===== src/rtl/mul_hilo_unit_pkg.sv =====
// Shared definitions for the HI/LO multiply unit: default width, FSM encoding
// and the iteration counter width.
package mul_hilo_unit_pkg;

  localparam int WIDTH_DEF = 32;
  localparam int CNT_W_DEF = $clog2(WIDTH_DEF);

  typedef enum logic [2:0] {
    ST_IDLE,
    ST_PREP,
    ST_ADD,
    ST_SHIFT,
    ST_FIX
  } state_e;

  function automatic int cnt_width(input int w);
    return (w > 1) ? $clog2(w) : 1;
  endfunction

endpackage


===== src/rtl/mul_hilo_unit_dp.sv =====
// Shift-add multiplier datapath: multiplicand, (2W+1)-bit accumulator and
// iteration counter, sequenced by Load/Ad/Sh from the controlling FSM.
module mul_shift_add_dp
  import mul_hilo_unit_pkg::*;
#(
  parameter int WIDTH = WIDTH_DEF
) (
  input  logic                 Clk,
  input  logic                 Reset,
  input  logic                 Load,
  input  logic                 Ad,
  input  logic                 Sh,
  input  logic                 Neg,
  input  logic [WIDTH-1:0]     McandIn,
  input  logic [WIDTH-1:0]     MplierIn,
  output logic                 K,
  output logic                 M,
  output logic [2*WIDTH-1:0]   Prod
);

  localparam int CNT_W = cnt_width(WIDTH);

  logic [WIDTH-1:0]   mcand_q, mcand_d;
  logic [2*WIDTH:0]   acc_q, acc_d;
  logic [CNT_W-1:0]   cnt_q, cnt_d;
  logic [2*WIDTH-1:0] acc_low;

  always_comb begin
    mcand_d = mcand_q;
    acc_d   = acc_q;
    cnt_d   = cnt_q;
    if (Load) begin
      mcand_d = McandIn;
      acc_d   = {1'b0, {WIDTH{1'b0}}, MplierIn};
      cnt_d   = CNT_W'(WIDTH - 1);
    end else if (Ad) begin
      // Upper half plus multiplicand; the carry lands in the extra top bit.
      acc_d[2*WIDTH:WIDTH] = {1'b0, acc_q[2*WIDTH-1:WIDTH]} + {1'b0, mcand_q};
    end else if (Sh) begin
      acc_d = acc_q >> 1;
      if (cnt_q != '0) cnt_d = cnt_q - CNT_W'(1);
    end
  end

  always_ff @(posedge Clk) begin
    if (Reset) begin
      mcand_q <= '0;
      acc_q   <= '0;
      cnt_q   <= '0;
    end else begin
      mcand_q <= mcand_d;
      acc_q   <= acc_d;
      cnt_q   <= cnt_d;
    end
  end

  assign acc_low = acc_q[2*WIDTH-1:0];
  assign K       = (cnt_q == '0);
  assign M       = acc_q[0];
  assign Prod    = Neg ? (~acc_low + (2*WIDTH)'(1)) : acc_low;

endmodule


===== src/rtl/mul_hilo_unit.sv =====
// MULT/MULTU sequencer owning the architectural HI/LO registers; stalls
// HI/LO moves while a product is in flight.
module mul_hilo_unit
  import mul_hilo_unit_pkg::*;
#(
  parameter int WIDTH = WIDTH_DEF
) (
  input  logic             Clk,
  input  logic             Reset,
  input  logic             Start,
  input  logic             Signed,
  input  logic [WIDTH-1:0] OpA,
  input  logic [WIDTH-1:0] OpB,
  input  logic             MfRead,
  input  logic             MtHi,
  input  logic             MtLo,
  input  logic [WIDTH-1:0] WrData,
  output logic             Ready,
  output logic             Busy,
  output logic             Stall,
  output logic             Done,
  output logic [WIDTH-1:0] Hi,
  output logic [WIDTH-1:0] Lo
);

  state_e             state_q, state_d;
  logic [WIDTH-1:0]   hi_q, hi_d, lo_q, lo_d;
  logic [WIDTH-1:0]   opa_q, opa_d, opb_q, opb_d;
  logic               sgn_q, sgn_d, neg_q, neg_d, done_q, done_d;
  logic [WIDTH-1:0]   a_mag, b_mag;
  logic               load, ad, sh, k, m;
  logic [2*WIDTH-1:0] prod;

  // Magnitudes; the signed minimum maps onto itself as an unsigned value.
  assign a_mag = (sgn_q & opa_q[WIDTH-1]) ? (~opa_q + WIDTH'(1)) : opa_q;
  assign b_mag = (sgn_q & opb_q[WIDTH-1]) ? (~opb_q + WIDTH'(1)) : opb_q;

  always_comb begin
    state_d = state_q;
    hi_d    = hi_q;
    lo_d    = lo_q;
    opa_d   = opa_q;
    opb_d   = opb_q;
    sgn_d   = sgn_q;
    neg_d   = neg_q;
    done_d  = 1'b0;
    load    = 1'b0;
    ad      = 1'b0;
    sh      = 1'b0;
    case (state_q)
      ST_IDLE: begin
        if (MtHi) hi_d = WrData;
        if (MtLo) lo_d = WrData;
        if (Start) begin
          sgn_d   = Signed;
          opa_d   = OpA;
          opb_d   = OpB;
          state_d = ST_PREP;
        end
      end
      ST_PREP: begin
        load    = 1'b1;
        neg_d   = sgn_q & (opa_q[WIDTH-1] ^ opb_q[WIDTH-1]);
        state_d = ST_ADD;
      end
      ST_ADD: begin
        ad      = m;
        state_d = ST_SHIFT;
      end
      ST_SHIFT: begin
        sh      = 1'b1;
        state_d = k ? ST_FIX : ST_ADD;
      end
      ST_FIX: begin
        {hi_d, lo_d} = prod;
        done_d       = 1'b1;
        state_d      = ST_IDLE;
      end
      default: state_d = ST_IDLE;
    endcase
  end

  always_ff @(posedge Clk) begin
    if (Reset) begin
      state_q <= ST_IDLE;
      hi_q    <= '0;
      lo_q    <= '0;
      opa_q   <= '0;
      opb_q   <= '0;
      sgn_q   <= 1'b0;
      neg_q   <= 1'b0;
      done_q  <= 1'b0;
    end else begin
      state_q <= state_d;
      hi_q    <= hi_d;
      lo_q    <= lo_d;
      opa_q   <= opa_d;
      opb_q   <= opb_d;
      sgn_q   <= sgn_d;
      neg_q   <= neg_d;
      done_q  <= done_d;
    end
  end

  mul_shift_add_dp #(.WIDTH(WIDTH)) u_dp (
    .Clk      (Clk),
    .Reset    (Reset),
    .Load     (load),
    .Ad       (ad),
    .Sh       (sh),
    .Neg      (neg_q),
    .McandIn  (a_mag),
    .MplierIn (b_mag),
    .K        (k),
    .M        (m),
    .Prod     (prod)
  );

  assign Ready = (state_q == ST_IDLE);
  assign Busy  = ~Ready;
  assign Stall = (MfRead | MtHi | MtLo) & Busy;
  assign Done  = done_q;
  assign Hi    = hi_q;
  assign Lo    = lo_q;

endmodule


===== config.mk =====
export PLATFORM = sky130hd
export DESIGN_NAME = mul_hilo_unit
export DESIGN_NICKNAME = d
export VERILOG_FILES = /design/src/rtl/mul_hilo_unit_pkg.sv /design/src/rtl/mul_hilo_unit_dp.sv /design/src/rtl/mul_hilo_unit.sv
export SDC_FILE = /design/constraint.sdc
export NUM_CORES = 1
export LEC_CHECK = 0
export ABC_CLOCK_PERIOD_IN_PS = 2600
export CAP_MARGIN = 40
export CORE_MARGIN = 2
export CORE_UTILIZATION = 51
export DETAILED_ROUTE_END_ITERATION = 10
export GPL_TIMING_DRIVEN = 0
export PLACE_DENSITY_LB_ADDON = 0.1
export SYNTH_ARGS = -nofsm -noshare
export SYNTH_HDL_FRONTEND = slang
export SYNTH_SLANG_ARGS = --single-unit

===== constraint.sdc =====
create_clock -name Clk -period 2.6 [get_ports Clk]
set_input_delay 0.65 -clock Clk [delete_from_list [all_inputs] [get_ports Clk]]
set_output_delay 0.65 -clock Clk [all_outputs]
set_load 0.05 [all_outputs]

## Word-level counts from Yosys, hierarchy flattened

Cells that the tools add are included.

| storage, ports and cells | value |
|---|---|
| output and inout port bits | 68 |
| register bits after elaboration | 236 |
| logic and storage cells | 71 |
| input port bits | 103 |

| operators by class | value |
|---|---|
| equality and inequality tests | 8 |
| reductions and logical operators | 13 |
| bitwise logic cells | 11 |
| mux-type cells | 22 |
| $add $sub $neg | 5 |

Operators with widths:

| operator | number |
|---|---|
| 32-bit two-way mux | 6 |
| 32-bit case mux with 2 select lines | 2 |
| 65-bit two-way mux | 1 |
| 32-bit by 1-bit adder with 32-bit output, second input constant | 2 |
| 64-bit by 1-bit adder with 64-bit output, second input constant | 1 |
| 64-bit two-way mux | 1 |
| 32-bit NOT | 2 |
| 64-bit NOT | 1 |
| 32-bit by 32-bit adder with 33-bit output | 1 |
| 33-bit two-way mux | 1 |
| 5-bit two-way mux | 4 |
| 3-bit case mux with 4 select lines | 1 |
| 2-bit != test, second input constant | 4 |
| 2-bit AND reduction | 4 |
| 2-bit nonzero test | 4 |
| 3-bit by 2-bit equality test with 1-bit output, second input constant | 2 |
| 3-bit two-way mux | 2 |
| 5-bit zero test | 1 |
| 5-bit nonzero test | 1 |
| 5-bit by 1-bit subtractor with 5-bit output, second input constant | 1 |
| 1-bit bitwise AND | 4 |
| 1-bit two-way mux | 4 |
| 3-bit by 1-bit equality test with 1-bit output, second input constant | 1 |
| 3-bit equality test, second input constant | 1 |
| other kinds (6) | 7 |

## Depth between registers and ports, before layout

Gate-level depths: netlist of run 1.

| logic depth | value |
|---|---|
| depth in word-level cells | 5 |
| depth in mapped cells | 10 |
| depth with buffers taken out | 9 |

## Cells and area by module

Synthesis of run 1 repeated with hierarchy kept, for this count alone.

| second synthesis, totals | value |
|---|---|
| cell total of the unflattened synthesis | 1,769 |
| area, all modules | 14,022.2 um^2 |

Modules (own cells, without submodules):

| module | times used | cells each | area each (um^2) | sequential area each (um^2) |
|---|---|---|---|---|
| mul_shift_add_dp | 1 | 936 | 7,502.2 | 2,042.0 |
| mul_hilo_unit | 1 | 833 | 6,520.0 | 2,682.6 |

## Worst setup path after synthesis of run 1

No wires, ideal clock.

| timing | value |
|---|---|
| kind | register to output |
| start | reg state_q[2] |
| end | out Busy |
| path buffers | 0 |
| required time | 1.950 ns |
| slack | -0.539 ns |
| cell stages (with the launch flop) | 3 |
| arrival | 2.489 ns |
| path through | dfxtp_1 > nor3_1 > inv_1 |

| between the ends | value |
|---|---|
| cells in the longest elaborated chain, start to end | 2 |

Ends and longest elaborated chain:

| item | RTL line | text |
|---|---|---|
| start, declared | mul_hilo_unit.sv:26 | `state_e state_q, state_d;` |
| start signal, assigned | mul_hilo_unit.sv:94 | `state_q <= state_d;` |
| 3-bit zero test | mul_hilo_unit.sv:119 | `assign Ready = (state_q == ST_IDLE);` |
| via Ready | mul_hilo_unit.sv:18 | `output logic Ready,` |
| 1-bit NOT | mul_hilo_unit.sv:120 | `assign Busy = ~Ready;` |
| end, declared | mul_hilo_unit.sv:19 | `output logic Busy,` |

The timed path passes the listed nets, and every way through them passes these cells.

## Worst setup path after layout of run 1

| timing | value |
|---|---|
| start | reg u_dp.acc_q[26] |
| end | reg hi_q[15], in the netlist Hi[15] |

| between the ends | value |
|---|---|
| cells in the longest elaborated chain, start to end | 4 |

Ends and longest elaborated chain:

| item | RTL line | text |
|---|---|---|
| start, declared | mul_hilo_unit_dp.sv:24 | `logic [2*WIDTH:0] acc_q, acc_d;` |
| start signal, assigned | mul_hilo_unit_dp.sv:48 | `acc_q <= '0;` |
| start signal, assigned | mul_hilo_unit_dp.sv:52 | `acc_q <= acc_d;` |
| 64-bit NOT | mul_hilo_unit_dp.sv:60 | `assign Prod = Neg ? (~acc_low + (2*WIDTH)'(1)) : acc_low;` |
| 64-bit by 1-bit adder with 64-bit output | mul_hilo_unit_dp.sv:60 |  |
| 64-bit two-way mux | mul_hilo_unit_dp.sv:60 |  |
| 32-bit case mux with 2 select lines | mul_hilo_unit.sv:50 | `case (state_q)` |
| end signal, assigned | mul_hilo_unit.sv:95 | `hi_q <= hi_d;` |
| end, declared | mul_hilo_unit.sv:27 | `logic [WIDTH-1:0] hi_q, hi_d, lo_q, lo_d;` |

Every way passes these cells.
A chain may end at the register's enable or synchronous reset.

==> results of run 1 <==
==> where the power goes <==
group	leakage (uW)	total (uW)	switching, uW	internal, uW
sequential	0.00194	4090	257	3840
clock	0.000426	3780	1540	2240
combinational	0.00444	2630	1580	1050
total	0.00681	10500	3370	7130
==> cell families after synthesis <==
group | synth area share
adder cells (fa/ha/maj) | 0.0340
buffers and inverters | 0.0410
multiplexers | 0.0692
AND/OR/NAND/NOR | 0.202
AO/OA/AOI/OAI | 0.227
flip-flops | 0.342
XOR/XNOR | 0.0855
==> worst min-delay path, stage by stage (launching register included) <==
cell and delay [ns]:
dfxtp_1 0.33, nand2_1 0.06, a21oi_1 0.05
==> state kept, by name, summed over array words and instances, names as in the netlist <==
signal,flops
u_dp.acc_q,65
Hi,32
Lo,32
opa_q,32
opb_q,32
u_dp.mcand_q,32
u_dp.cnt_q,5
state_q,3
Done,1
neg_q,1
sgn_q,1
==> synthesized netlist by cell type (14+ instances only) <==
master,n
or3_1,16
nand3_1,27
clkbuf_1,101
o21ai_0,81
buf_1,14
a21oi_1,164
ha_1,36
nor3_1,30
nand2_1,286
o31ai_1,32
a211oi_1,59
mux2i_1,81
nor4_1,14
dfxtp_1,236
nor2_1,123
xor2_1,60
a21o_1,23
nand2b_1,16
xnor2_1,75
a31oi_1,18
o22ai_1,35
inv_1,23
==> how the worst max path moves through the flow <==
stage	startpoint	end	slack, ns	cells after the start
3_5_place_dp	u_dp.acc_q[42]$_SDFFE_PP0P_	u_dp.acc_q[61]$_SDFFE_PP0P_	-0.63	8
6_report	u_dp.acc_q[26]$_SDFFE_PP0P_	Hi[15]$_SDFFE_PP0P_	-0.14	8
3_3_place_gp	u_dp.acc_q[32]$_SDFFE_PP0P_	u_dp.acc_q[60]$_SDFFE_PP0P_	-0.64	8
2_1_floorplan	u_dp.acc_q[32]$_SDFFE_PP0P_	u_dp.acc_q[56]$_SDFFE_PP0P_	0.08	9
5_1_grt	u_dp.acc_q[26]$_SDFFE_PP0P_	Hi[13]$_SDFFE_PP0P_	-0.16	8
4_1_cts	u_dp.acc_q[39]$_SDFFE_PP0P_	u_dp.acc_q[61]$_SDFFE_PP0P_	-0.06	8
==> area by class of cell <==
type | count | area [sq um] | share of cell area
multi-input cells | 1356 | 9180 | 0.516
flip-flops and latches | 236 | 4790 | 0.269
repair buffers | 207 | 2000 | 0.113
clock buffers | 33 | 718 | 0.0404
plain buffers | 112 | 447 | 0.0251
well taps | 341 | 427 | 0.0240
clock inverters | 12 | 141 | 0.00795
inverters | 23 | 86.3 | 0.00485
==> placed cells by master, fill, tap and decap left out, types with 8 or more instances in the layout <==
| cell type | netlist | layout |
|---|---|---|
| nor4_1 | 14 | 8 |
| nor2_1 | 123 | 119 |
| and2_1 | 8 | 8 |
| dfxtp_2 | 0 | 18 |
| clkdlybuf4s50_1 | 0 | 166 |
| mux2_2 | 13 | 13 |
| xnor2_1 | 75 | 75 |
| mux2i_1 | 81 | 81 |
| nand3_1 | 27 | 27 |
| and3_1 | 11 | 9 |
| nand2b_1 | 16 | 16 |
| buf_4 | 1 | 32 |
| a31oi_1 | 18 | 18 |
| dfxtp_4 | 0 | 11 |
| a41oi_1 | 12 | 11 |
| nand4_1 | 12 | 12 |
| a21oi_1 | 164 | 158 |
| a311oi_1 | 10 | 9 |
| o21ai_0 | 81 | 72 |
| o31ai_1 | 32 | 26 |
| dfxtp_1 | 236 | 207 |
| clkbuf_1 | 101 | 88 |
| xor2_1 | 60 | 53 |
| a21o_1 | 23 | 23 |
| buf_1 | 14 | 14 |
| ha_1 | 36 | 28 |
| a211oi_1 | 59 | 58 |
| clkbuf_16 | 0 | 27 |
| inv_1 | 23 | 23 |
| o22ai_1 | 35 | 35 |
| or4_1 | 11 | 9 |
| nor3_1 | 30 | 26 |
| nand2_1 | 286 | 284 |
| or3_1 | 16 | 14 |
==> metal layers <==
metal  vias up  wire (um)  track usage
li1       6700          -            -
met1      6486      20900        0.440
met2       605      21000        0.510
met3        98       3620       0.0407
met4         0       1410        0.100
met5         -          0            0
==> metrics by stage <==
step           cells  area (sq um)  utilization
5_1_grt         2320         17800        0.664
6_report        2320         17800        0.664
2_1_floorplan   1738         13900            -
3_5_place_dp    2251         16000        0.597
4_1_cts         2310         17300        0.645
3_3_place_gp    2248         16000        0.596
==> timing repair <==
action | 4_1_cts | 5_1_grt
pin swaps | 17 | 26
resized for setup | 75 | 100
endpoints found under the setup margin | 52 | 73
setup buffers | 20 | 16
==> impl_metrics.json, run 1 <==
{
  "status": "finished, violations left",
  "violations": "negative setup slack",
  "routed_via_density": 5.99,
  "powerDensity_nw_per_um2": 590,
  "vdd_drop_max_mv": 0.400,
  "gp_congestion": 0.926,
  "crit_slowest_cell": "or4_4",
  "htreeDepth": 1,
  "routed_wl_mm": 46.9,
  "syn-mean-instance-area_sq_um": 7.96,
  "cts.sinks": 236,
  "via_count": 13889,
  "totalPowerFinal_uw": 10500,
  "cts_buffers": 26,
  "rsz0062_at_grt": "yes",
  "synth_top_area_share": 0.342,
  "max-clock-path-buffers": 3,
  "r2r_cells": 8,
  "n_antenna_cell": 0,
  "ant_nets": 0,
  "std_cell_rows": 60,
  "nets": 2102,
  "r2r-end": "Hi[15]$_SDFFE_PP0P_",
  "relSlewSlack": 0.388,
  "timing_hold_violations_final": 0,
  "path_clk_slew_ns": 0.07,
  "path_cells": "or4_4 > nor4b_4 > nand4_1 > buf_4 > or2_4 > o31ai_4 > xor2_2 > o22ai_1",
  "finalSetupTns_ns": -0.407,
  "holdPathEnd": "u_dp.mcand_q[16]$_SDFFE_PP0P_",
  "design.core.area_sq_um": 26800,
  "io_buffers": 169,
  "area_delta_synth_final_pct": 28.6,
  "clkLatencyLatePin_ns": 0.54,
  "grt_max_degree": 15,
  "drt_iter0_drc": 1312,
  "min_period_ns": 2.74,
  "leakage_uw": 0.00681,
  "netlist-cell-type-count": 74,
  "grt_overflow_total": 0,
  "worst_slew_pin_slew_ns": 0.917,
  "yosys_register_bits": 236,
  "worstSetupPathType": "reg -> reg",
  "dp_hpwl_mm": 35.3,
  "postLayoutSetupSlackWorst_ns": -0.144,
  "start_util": 0.516,
  "synth_edf_count": 0,
  "first_global_vias": 12913,
  "finalMaxSlewViolations": 0,
  "cts_hold_buf": 0,
  "grt_usage": 0.316,
  "hold_ws_ns": 0.483,
  "worstReg2RegStart": "u_dp.acc_q[26]$_SDFFE_PP0P_",
  "drv_cap": 0,
  "grt_pass1_wl_mm": 72.2,
  "r2r_slack_ns": -0.14,
  "dp_worst_setup_slack_ns": -0.628,
  "wl_per_cell_um": 20.2,
  "cp-start-kind": "flop",
  "crit_required_ns": 3.00,
  "synth_seq_area_share": 0.342,
  "num-fill-cells": 2347,
  "dieArea_sq_um": 28500,
  "async_flop_share": 0,
  "first_pass_iters": 6,
  "clockRootBuffer": "clkbuf_16",
  "yosys_warnings": 0,
  "boundaryPins": 171,
  "timing.final.crit_share": 1.06,
  "route.detailed.drc": 0,
  "cp_max_fo": 5,
  "worstHoldStart": "u_dp.mcand_q[16]$_SDFFE_PP0P_",
  "critical_path_arrival_ns": 3.14,
  "fmax_mhz": 364,
  "tritoncts": "built",
  "crit_family": "simple AND/OR/NAND/NOR gates",
  "grt_antenna_before_repair": 0,
  "slowest_delay_ns": 0.53,
  "end_kind": "flop",
  "syn_inst": 1738,
  "cp_num_buf_inv": 1,
  "synth_area_sq_um": 13800,
  "syn-num-nets": 1878,
  "yosysTopAreaCell": "dfxtp_1",
  "min_path_type": "reg -> reg",
  "synthFlopType": "dfxtp_1",
  "holdPathStages": 2,
  "die_h_um": 169,
  "chipWidth_um": 169,
  "synth_area_leaders": "dfxtp_1, nand2_1, a21oi_1",
  "drive_gt1_frac": 0.119,
  "setup_viol": 5,
  "clock_skew_ns": 0.0123
}
(Power assumes the default switching activity.)
==> run 2, diff against run 1 <==
--- a/config.mk
+++ b/config.mk
@@ -12,6 +12,7 @@
 export DETAILED_ROUTE_END_ITERATION = 10
 export GPL_TIMING_DRIVEN = 0
 export PLACE_DENSITY_LB_ADDON = 0.1
+export SKIP_LAST_GASP = 1
 export SYNTH_ARGS = -nofsm -noshare
 export SYNTH_HDL_FRONTEND = slang
 export SYNTH_SLANG_ARGS = --single-unit
==> impl_metrics.json, run 2 (synthesis gave the netlist of run 1 again) <==
{
  "status": "finished, violations left",
  "violations": "negative setup slack",
  "gp_congestion": 0.926,
  "std_cell_rows": 60,
  "critical_path_arrival_ns": 3.13,
  "mostFrequentLayoutCell": "nand2_1",
  "setup_viol": 10,
  "cp_num_buf_inv": 1,
  "vdd_drop_max_mv": 0.397,
  "r2r_cells": 8,
  "worstSetupPathType": "reg -> reg",
  "drv_cap": 0,
  "finalSetupTns_ns": -0.545,
  "crit_slowest_cell": "or4_4",
  "rsz0062_at_grt": "yes",
  "htreeDepth": 1,
  "max-clock-path-buffers": 3,
  "fmax_mhz": 366,
  "grt_overflow_total": 0,
  "p_seq_frac": 0.391,
  "routed_wl_mm": 47.0,
  "placed_area_sq_um": 16000,
  "leakage_uw": 0.00680,
  "p_sw_frac": 0.321,
  "cts_buffers": 26,
  "first_pass_iters": 6,
  "n_antenna_cell": 0,
  "clkPwrFrac": 0.361,
  "routed_via_density": 6.02,
  "clkLatencyLatePin_ns": 0.54,
  "crit_family": "simple AND/OR/NAND/NOR gates",
  "start_util": 0.516,
  "grt_pass1_wl_mm": 72.2,
  "dieArea_sq_um": 28500,
  "drive_gt1_frac": 0.116,
  "cts.sinks": 236,
  "cp-start-kind": "flop",
  "crit_required_ns": 3.00,
  "cp.depth": 8,
  "area_delta_synth_final_pct": 28.3,
  "clock_skew_ns": 0.0133,
  "min_period_ns": 2.73,
  "end_kind": "flop",
  "chipWidth_um": 169,
  "num-fill-cells": 2361,
  "grt_antenna_before_repair": 0,
  "clockRootBuffer": "clkbuf_16",
  "min_path_type": "reg -> reg",
  "p_int_uw": 7120,
  "timing_hold_violations_final": 0,
  "worst_slew_pin_slew_ns": 0.992,
  "timing.final.crit_share": 1.05,
  "tritoncts": "built",
  "design.core.area_sq_um": 26800,
  "relSlewSlack": 0.339,
  "largest_reg_flops": 65,
  "io_buffers": 169,
  "grt_usage": 0.316,
  "switching_power_uw": 3370,
  "grt_max_degree": 15,
  "ant_nets": 0,
  "path_cells": "or4_4 > nor4b_4 > nand4_1 > buf_4 > or2_4 > o31ai_4 > xor2_2 > o22ai_1",
  "drt_iter0_drc": 1264,
  "place_inst": 2251,
  "wl_per_cell_um": 20.3,
  "stdcell_count": 2321,
  "max_flop_register": "u_dp.acc_q",
  "final_area_sq_um": 17700,
  "powerDensity_nw_per_um2": 591,
  "holdPathStages": 2,
  "layout_common_cells": "nand2_1, dfxtp_1, clkdlybuf4s50_1, a21oi_1, nor2_1",
  "power_frac_comb": 0.249,
  "cp_max_fo": 5,
  "finalMaxSlewViolations": 0,
  "via_count": 13963,
  "die_h_um": 169,
  "nets": 2103,
  "route.detailed.drc": 0,
  "dp_hpwl_mm": 35.3,
  "path_clk_slew_ns": 0.06,
  "boundaryPins": 171,
  "first_global_vias": 12910,
  "cts_hold_buf": 0,
  "postLayoutSetupSlackWorst_ns": -0.131,
  "slowest_delay_ns": 0.54
}
[run 2: changes by cell type in the layout (fill, tap and decap cells not counted), moves of 2 or more]
cell     change
xor2_2       -2
buf_6        -4
o21ai_1      +2
xor2_1       +2
buf_4        +4
o21ai_2      -2
dfxtp_4      -3
dfxtp_1      +3
[run 2: final timing paths]
| check | slack, ns | endpoint | startpoint |
|---|---|---|---|
| worst min-delay path | 0.48 | opb_q[21]$_SDFFE_PP0P_ | opb_q[21]$_SDFFE_PP0P_ |
| worst max-delay path | -0.13 | Hi[15]$_SDFFE_PP0P_ | u_dp.acc_q[26]$_SDFFE_PP0P_ |
| worst max register to register | -0.13 | Hi[15]$_SDFFE_PP0P_ | u_dp.acc_q[26]$_SDFFE_PP0P_ |
| worst min register to register | 0.48 | opb_q[21]$_SDFFE_PP0P_ | opb_q[21]$_SDFFE_PP0P_ |
[run 2: worst min-delay path: stages (launching register included)]
cell and delay, ns:
dfxtp_1 0.32, nand2_1 0.06, a21oi_1 0.05
[run 2: timing repair]
item / CTS / global route
setup buffers: 20 / 16
pin swaps: 17 / 29
cloned: 0 / 0
endpoints found under the setup margin: 52 / 74
resized for setup: 72 / 90
[run 2: power by group through the flow]
stage	registers [uW]	clock network, uW	logic, uW
after floorplan	4350	0	1300
after global placement	4150	0	2260
after detailed placement	4160	0	2290
after CTS	4080	3790	2400
after global routing	4120	3930	2800
final	4100	3780	2610
[run 2: stage by stage]
| step | hold WS, ns | setup slack (ns) | utilization | total power [uW] |
|---|---|---|---|---|
| finish | 0.484 | -0.131 | 0.662 | 10500 |
| floorplan | 0.429 | 0.0821 | - | 5640 |
| CTS | 0.483 | -0.0908 | 0.645 | 10300 |
| global route | 0.509 | -0.163 | 0.662 | 10800 |
| global placement | 0.469 | -0.642 | 0.596 | 6410 |
| detailed placement | 0.476 | -0.628 | 0.597 | 6450 |
[run 2: layout make-up]
| type | instances | area (sq um) | share of cell area |
|---|---|---|---|
| buffer | 113 | 450 | 0.0254 |
| clock buffer | 33 | 718 | 0.0405 |
| clock inverter | 12 | 141 | 0.00797 |
| inverter | 23 | 86.3 | 0.00487 |
| multi-input combinational | 1356 | 9160 | 0.516 |
| sequential | 236 | 4780 | 0.269 |
| tap | 341 | 427 | 0.0240 |
| timing repair buffer | 207 | 1990 | 0.112 |
[run 2: metal layers]
layer,share of wire,GRT usage
met2,0.45,0.510
met4,0.032,0.100
met3,0.077,0.0407
met1,0.45,0.440
met5,0,0
==> run 3, diff against run 2 <==
--- a/config.mk
+++ b/config.mk
@@ -15,4 +15,5 @@
 export SKIP_LAST_GASP = 1
 export SYNTH_ARGS = -nofsm -noshare
 export SYNTH_HDL_FRONTEND = slang
+export SYNTH_HIERARCHICAL = 1
 export SYNTH_SLANG_ARGS = --single-unit
==> impl_metrics.json, run 3 <==
{
  "syn-mean-instance-area_sq_um": 7.93,
  "seq_area_sq_um": 4770,
  "min_path_type": "reg -> reg",
  "yosysMostFrequentCell": "dfxtp_1",
  "relSlewSlack": 0.341,
  "timing.final.crit_share": 1.08,
  "synth_area_sq_um": 14000,
  "crit_slowest_cell": "or4_4",
  "io_buffers": 169,
  "totalPowerFinal_uw": 10800,
  "largest_reg_flops": 65,
  "tritoncts": "built",
  "first_global_vias": 13020,
  "timing_hold_violations_final": 0,
  "route.detailed.drc": 0,
  "multi_input_area_sq_um": 9630,
  "postLayoutSetupSlackWorst_ns": -0.219,
  "max-clock-path-buffers": 3,
  "grt_pass1_wl_mm": 69.8,
  "ant_nets": 0,
  "synth_seq_area_share": 0.337,
  "power_frac_comb": 0.233,
  "min_period_ns": 2.82,
  "routed_wl_mm": 45.7,
  "wl_per_cell_um": 19.3,
  "n_antenna_cell": 0,
  "yosysTopAreaCell": "dfxtp_1",
  "start_util": 0.520,
  "fmax_mhz": 355,
  "cts_hold_buf": 0,
  "setup_viol": 27,
  "async_flop_share": 0,
  "cp-start-kind": "flop",
  "worstSetupPathType": "reg -> reg",
  "switching_power_uw": 3360,
  "yosys_warnings": 6,
  "synth_area_leaders": "dfxtp_1, xnor2_1, mux2i_1",
  "path_clk_slew_ns": 0.06,
  "std_cell_rows": 60,
  "cts.sinks": 236,
  "layout_common_cells": "nor2_1, dfxtp_1, nand2_1, clkdlybuf4s50_1, a21oi_1",
  "rsz0062_at_grt": "yes",
  "mostFrequentLayoutCell": "nor2_1",
  "clkLatencyLatePin_ns": 0.53,
  "grt_max_degree": 15,
  "grt_antenna_before_repair": 0,
  "holdPathStages": 2,
  "num-fill-cells": 2231,
  "end_kind": "flop",
  "yosys_register_bits": 236,
  "drive_gt1_frac": 0.148,
  "syn_inst": 1769,
  "syn-num-nets": 1910,
  "p_seq_frac": 0.374,
  "cts_buffers": 27,
  "path_cells": "or4_4 > nor3_4 > nand2_2 > or2_4 > buf_4 > o41ai_2 > xnor2_1 > a211oi_2 > nor3_1",
  "grt_overflow_total": 0,
  "netlist-cell-type-count": 73,
  "p_int_uw": 7470,
  "violations": "negative setup slack",
  "crit_required_ns": 3.00,
  "htreeDepth": 1,
  "status": "finished, violations left",
  "grt_usage": 0.302,
  "synthFlopType": "dfxtp_1",
  "nets": 2141,
  "cp_max_fo": 7,
  "max_flop_register": "u_dp/acc_q",
  "drv_cap": 0,
  "ys_top_cells_by_count": "dfxtp_1, nor2_1, nand2_1",
  "clockRootBuffer": "clkbuf_16",
  "powerDensity_nw_per_um2": 590,
  "finalMaxSlewViolations": 0,
  "clock_skew_ns": 0.0143,
  "leakage_uw": 0.00703,
  "routed_via_density": 5.99,
  "critical_path_arrival_ns": 3.22,
  "chipWidth_um": 170,
  "finalSetupTns_ns": -2.52,
  "clkPwrFrac": 0.393,
  "hold_ws_ns": 0.481,
  "via_count": 14150,
  "vdd_drop_max_mv": 0.373,
  "boundaryPins": 171,
  "die_h_um": 170,
  "first_pass_iters": 6,
  "dieArea_sq_um": 28800,
  "synth_edf_count": 0,
  "worst_slew_pin_slew_ns": 0.988,
  "p_sw_frac": 0.311,
  "r2r_cells": 9,
  "drt_iter0_drc": 1179,
  "slowest_delay_ns": 0.65,
  "dp_hpwl_mm": 33.5,
  "synth_top_area_share": 0.337,
  "area_delta_synth_final_pct": 31.1,
  "design.core.area_sq_um": 27000,
  "gp_congestion": 0.963
}
-- run 3: cell types whose count changed after synthesis, moves of 11 or more --
cell,before,now
nor2_1,123,234
nand2_1,286,198
nor3_1,30,92
nor2b_1,5,41
xnor2_1,75,111
xor2_1,60,27
o22ai_1,35,4
a211oi_1,59,86
o21ai_0,81,54
a21oi_1,164,150
nand3_1,27,15
mux2i_1,81,92
-- run 3: final cells by class --
cell class / count / share of cell area
Inverter: 24 / 0.00510
Timing Repair Buffer: 209 / 0.109
Multi-Input combinational cell: 1392 / 0.524
Buffer: 110 / 0.0248
Sequential cell: 236 / 0.260
Clock inverter: 15 / 0.0145
Tap cell: 341 / 0.0232
Clock buffer: 34 / 0.0398
-- run 3: repair_timing --
| action | 4_1_cts | 5_1_grt |
|---|---|---|
| pin swaps | 46 | 42 |
| cloned | 0 | 0 |
| endpoints found under the hold margin | 0 | 0 |
| endpoints found under the setup margin | 126 | 135 |
| buffers inserted | 23 | 15 |
| resized for setup | 130 | 106 |
-- run 3: final timing paths --
path | slack, ns | to | startpoint
hold reg to reg | 0.48 | neg_q$_SDFFE_PP0P_ | neg_q$_SDFFE_PP0P_
setup / recovery | -0.22 | Hi[6]$_SDFFE_PP0P_ | u_dp/acc_q[22]$_SDFFE_PP0P_
setup reg to reg | -0.22 | Hi[6]$_SDFFE_PP0P_ | u_dp/acc_q[22]$_SDFFE_PP0P_
hold / removal | 0.48 | neg_q$_SDFFE_PP0P_ | neg_q$_SDFFE_PP0P_
-- run 3: layer usage --
metal	GRT usage	wire (um)
met3	0.0484	3200
met5	0	0
met2	0.477	20200
met4	0.104	1590
met1	0.420	20700
-- run 3: kinds of logic after synthesis --
logic type	after synthesis	synth area share
simple gates	685	0.231
compound gates	436	0.204
flops	236	0.337
buf+inv	141	0.0394
xor+xnor	138	0.0862
mux	95	0.0681
fa+ha+maj	38	0.0344
-- run 3: stage by stage --
| step | utilization | cell area, sq um | setup slack, ns | instances |
|---|---|---|---|---|
| 5_1_grt | 0.682 | 18400 | -0.304 | 2361 |
| 4_1_cts | 0.664 | 17900 | -0.262 | 2351 |
| 3_3_place_gp | 0.599 | 16200 | -0.799 | 2279 |
| 6_report | 0.682 | 18400 | -0.219 | 2361 |
| 2_1_floorplan | - | 14000 | 0.00609 | 1769 |
| 3_5_place_dp | 0.600 | 16200 | -0.577 | 2283 |
-- run 3: worst max-delay path, delay by kind of cell (launching register included) --
kind | cells | cell delay (ns)
buf+inv | 1 | 0.16
compound gates | 2 | 0.51
flops | 1 | 0.42
simple gates | 5 | 1.37
xor+xnor | 1 | 0.23
-- run 3: power groups by stage --
| stage | Sequential (uW) | Combinational, uW | Clock [uW] |
|---|---|---|---|
| floorplan | 4410 | 1150 | 0 |
| global placement | 4110 | 2180 | 0 |
| detailed placement | 4120 | 2210 | 0 |
| CTS | 4050 | 2390 | 4300 |
| global route | 4080 | 2700 | 4450 |
| finish | 4050 | 2520 | 4260 |
==> variant (flow settings as in run 3) <==
`WIDTH_DEF`: 32 -> 16.
--- a/src/rtl/mul_hilo_unit_pkg.sv
+++ b/src/rtl/mul_hilo_unit_pkg.sv
@@ -2,7 +2,7 @@
 // and the iteration counter width.
 package mul_hilo_unit_pkg;
 
-  localparam int WIDTH_DEF = 32;
+  localparam int WIDTH_DEF = 16;
   localparam int CNT_W_DEF = $clog2(WIDTH_DEF);
 
   typedef enum logic [2:0] {
Ports: changed (5 resized); port bits go from 171 to 91. The function was not compared with the original's and may differ.
==> variant against run 3 <==
The run still ends with setup timing left. Clock power is 53% lower. Maximum frequency is 5.6% lower. Area after synthesis is 49% lower. Worst setup slack worse by 0.17 ns. Core utilization is 3.0 points lower. Critical path depth is 1 lower. First-iteration DRC count is 65% lower. Wire length is 59% lower. Combinational power is 55% lower. Sequential cell count is 113 lower. Total power is 51% lower. Design area is 51% lower. Critical path type unchanged.
==> variant: results (changes against run 3) <==
Clock power share: 0.383 (-0.010)
DR pass1 iterations: 4 (-2)
PnR worst setup slack: -0.3868 ns (-0.1673 ns)
Yosys cell types: 62 (-15%)
R2R depth: 8 (-1)
Syn nets: 938 (-51%)
Cell Area, Placed: 8307 um^2 (-49%)
Static Leak: 3.457 nW (-51%)
PortBufs: 90 (-47%)
Pre-CTS WS: -0.5685 ns (+0.008251 ns)
Via count: 6549 (-54%)
Failing checks: setup timing
Delay-heaviest family, CP: simple AND/OR/NAND/NOR gates
Post-synthesis xor/xnor area fraction: 0.07828 (-0.007916)
Hold_sp: opa_q[10]
Drt total wl: 18.64 mm (-59%)
Max Clock Skew: 0.005718 ns (-0.008590 ns)
Worst Setup EP: Hi[15]
Worst R2R Setup Slack: -0.39 ns (-0.17 ns)
Final setup viols: 5 (-81%)
Critical path peak fanout: 3 (-4)
Synth Area per Inst: 8.307 um^2 (+4.8%)
Clock Latency Late Sink: 0.42 ns (-0.11 ns)
Outcome: complete, but fails checks
Cts bufs inserted: 17 (-37%)
GP Congestion: 0.8502 (-12%)
Initial detailed-routing violation count: 408 (-65%)
GRT Util Overall: 0.2574 (-0.04453)
Max reg flops: 33 (-49%)
Share of cells above drive strength 1: 0.1001 (-0.04742)
Largest net degree at the start of global routing: 17 (+2)
Main area contributors after synthesis: dfxtp_1, mux2i_1, a21oi_1
H-tree levels: 4 (+3)
Adder-cell share of the synthesized area: 0.03774 (+0.003300)
Setup TNS: -1.206 ns (+1.310 ns)
Synth cell count leaders: dfxtp_1, a21oi_1, nand2_1
Fillers: 1245 (-44%)
Worst IR drop on VDD: 429.3 uV (+15%)
Fraction of the yosys area taken by sequential cells: 0.3439 (+0.006943)
Mux cell area share after synthesis: 0.1057 (+0.03763)
Met3 WL: 1.051 mm (-67%)
CP arrival: 3.32 ns (+0.10 ns)
Hold Slack: 0.4856 ns (+0.005104 ns)
Clk. pwr: 2.01 mW (-53%)
Vias in the first global route: 5946 (-54%)
Complex-gate fraction of the synthesized area: 0.2041 (-0.0002478)
NetSw: 1.590 mW (-53%)
DP HPWL: 13.77 mm (-59%)
RR Startpoint: u_dp/acc_q[15]
First-pass GRT wire length: 30.42 mm (-56%)
P_comb: 1.14 mW (-55%)
Fin cells: 1169 (-50%)
## variant: changes by cell type in the layout (fill, tap and decap cells not counted), sizes merged, moves of 25 or more
cell	run 3	this run
a21oi	150	107
o21ai	61	20
dfxtp	236	123
clkdlybuf4s50	166	87
clkbuf	121	59
nor2	234	83
xnor2	111	41
buf	63	36
nand2	198	99
nor2b	41	8
o31ai	37	12
a211oi	86	45
nor3	92	13
## variant: timing repair
action                     CTS  global route
gates resized for setup     19            20
pin swaps                   10            13
setup buffers                5             4
setup endpoints to repair   31            44
## variant: logic make-up (layout without fill, tap and decap cells)
kind of cell,count (synthesis),in the layout
xor+xnor,64,64
compound gates,230,230
flops,123,123
fa+ha+maj,21,21
buf+inv,74,201
mux,75,75
simple gates,275,275
## variant: final cells by class
cell class              count  area share
well taps                 180     0.02507
clock inverters             4    0.002228
clock buffers              24     0.05251
inverters                  14    0.005850
plain buffers              59     0.02981
multi-input cells         665      0.5019
flip-flops and latches    123      0.2751
repair buffers            100      0.1075
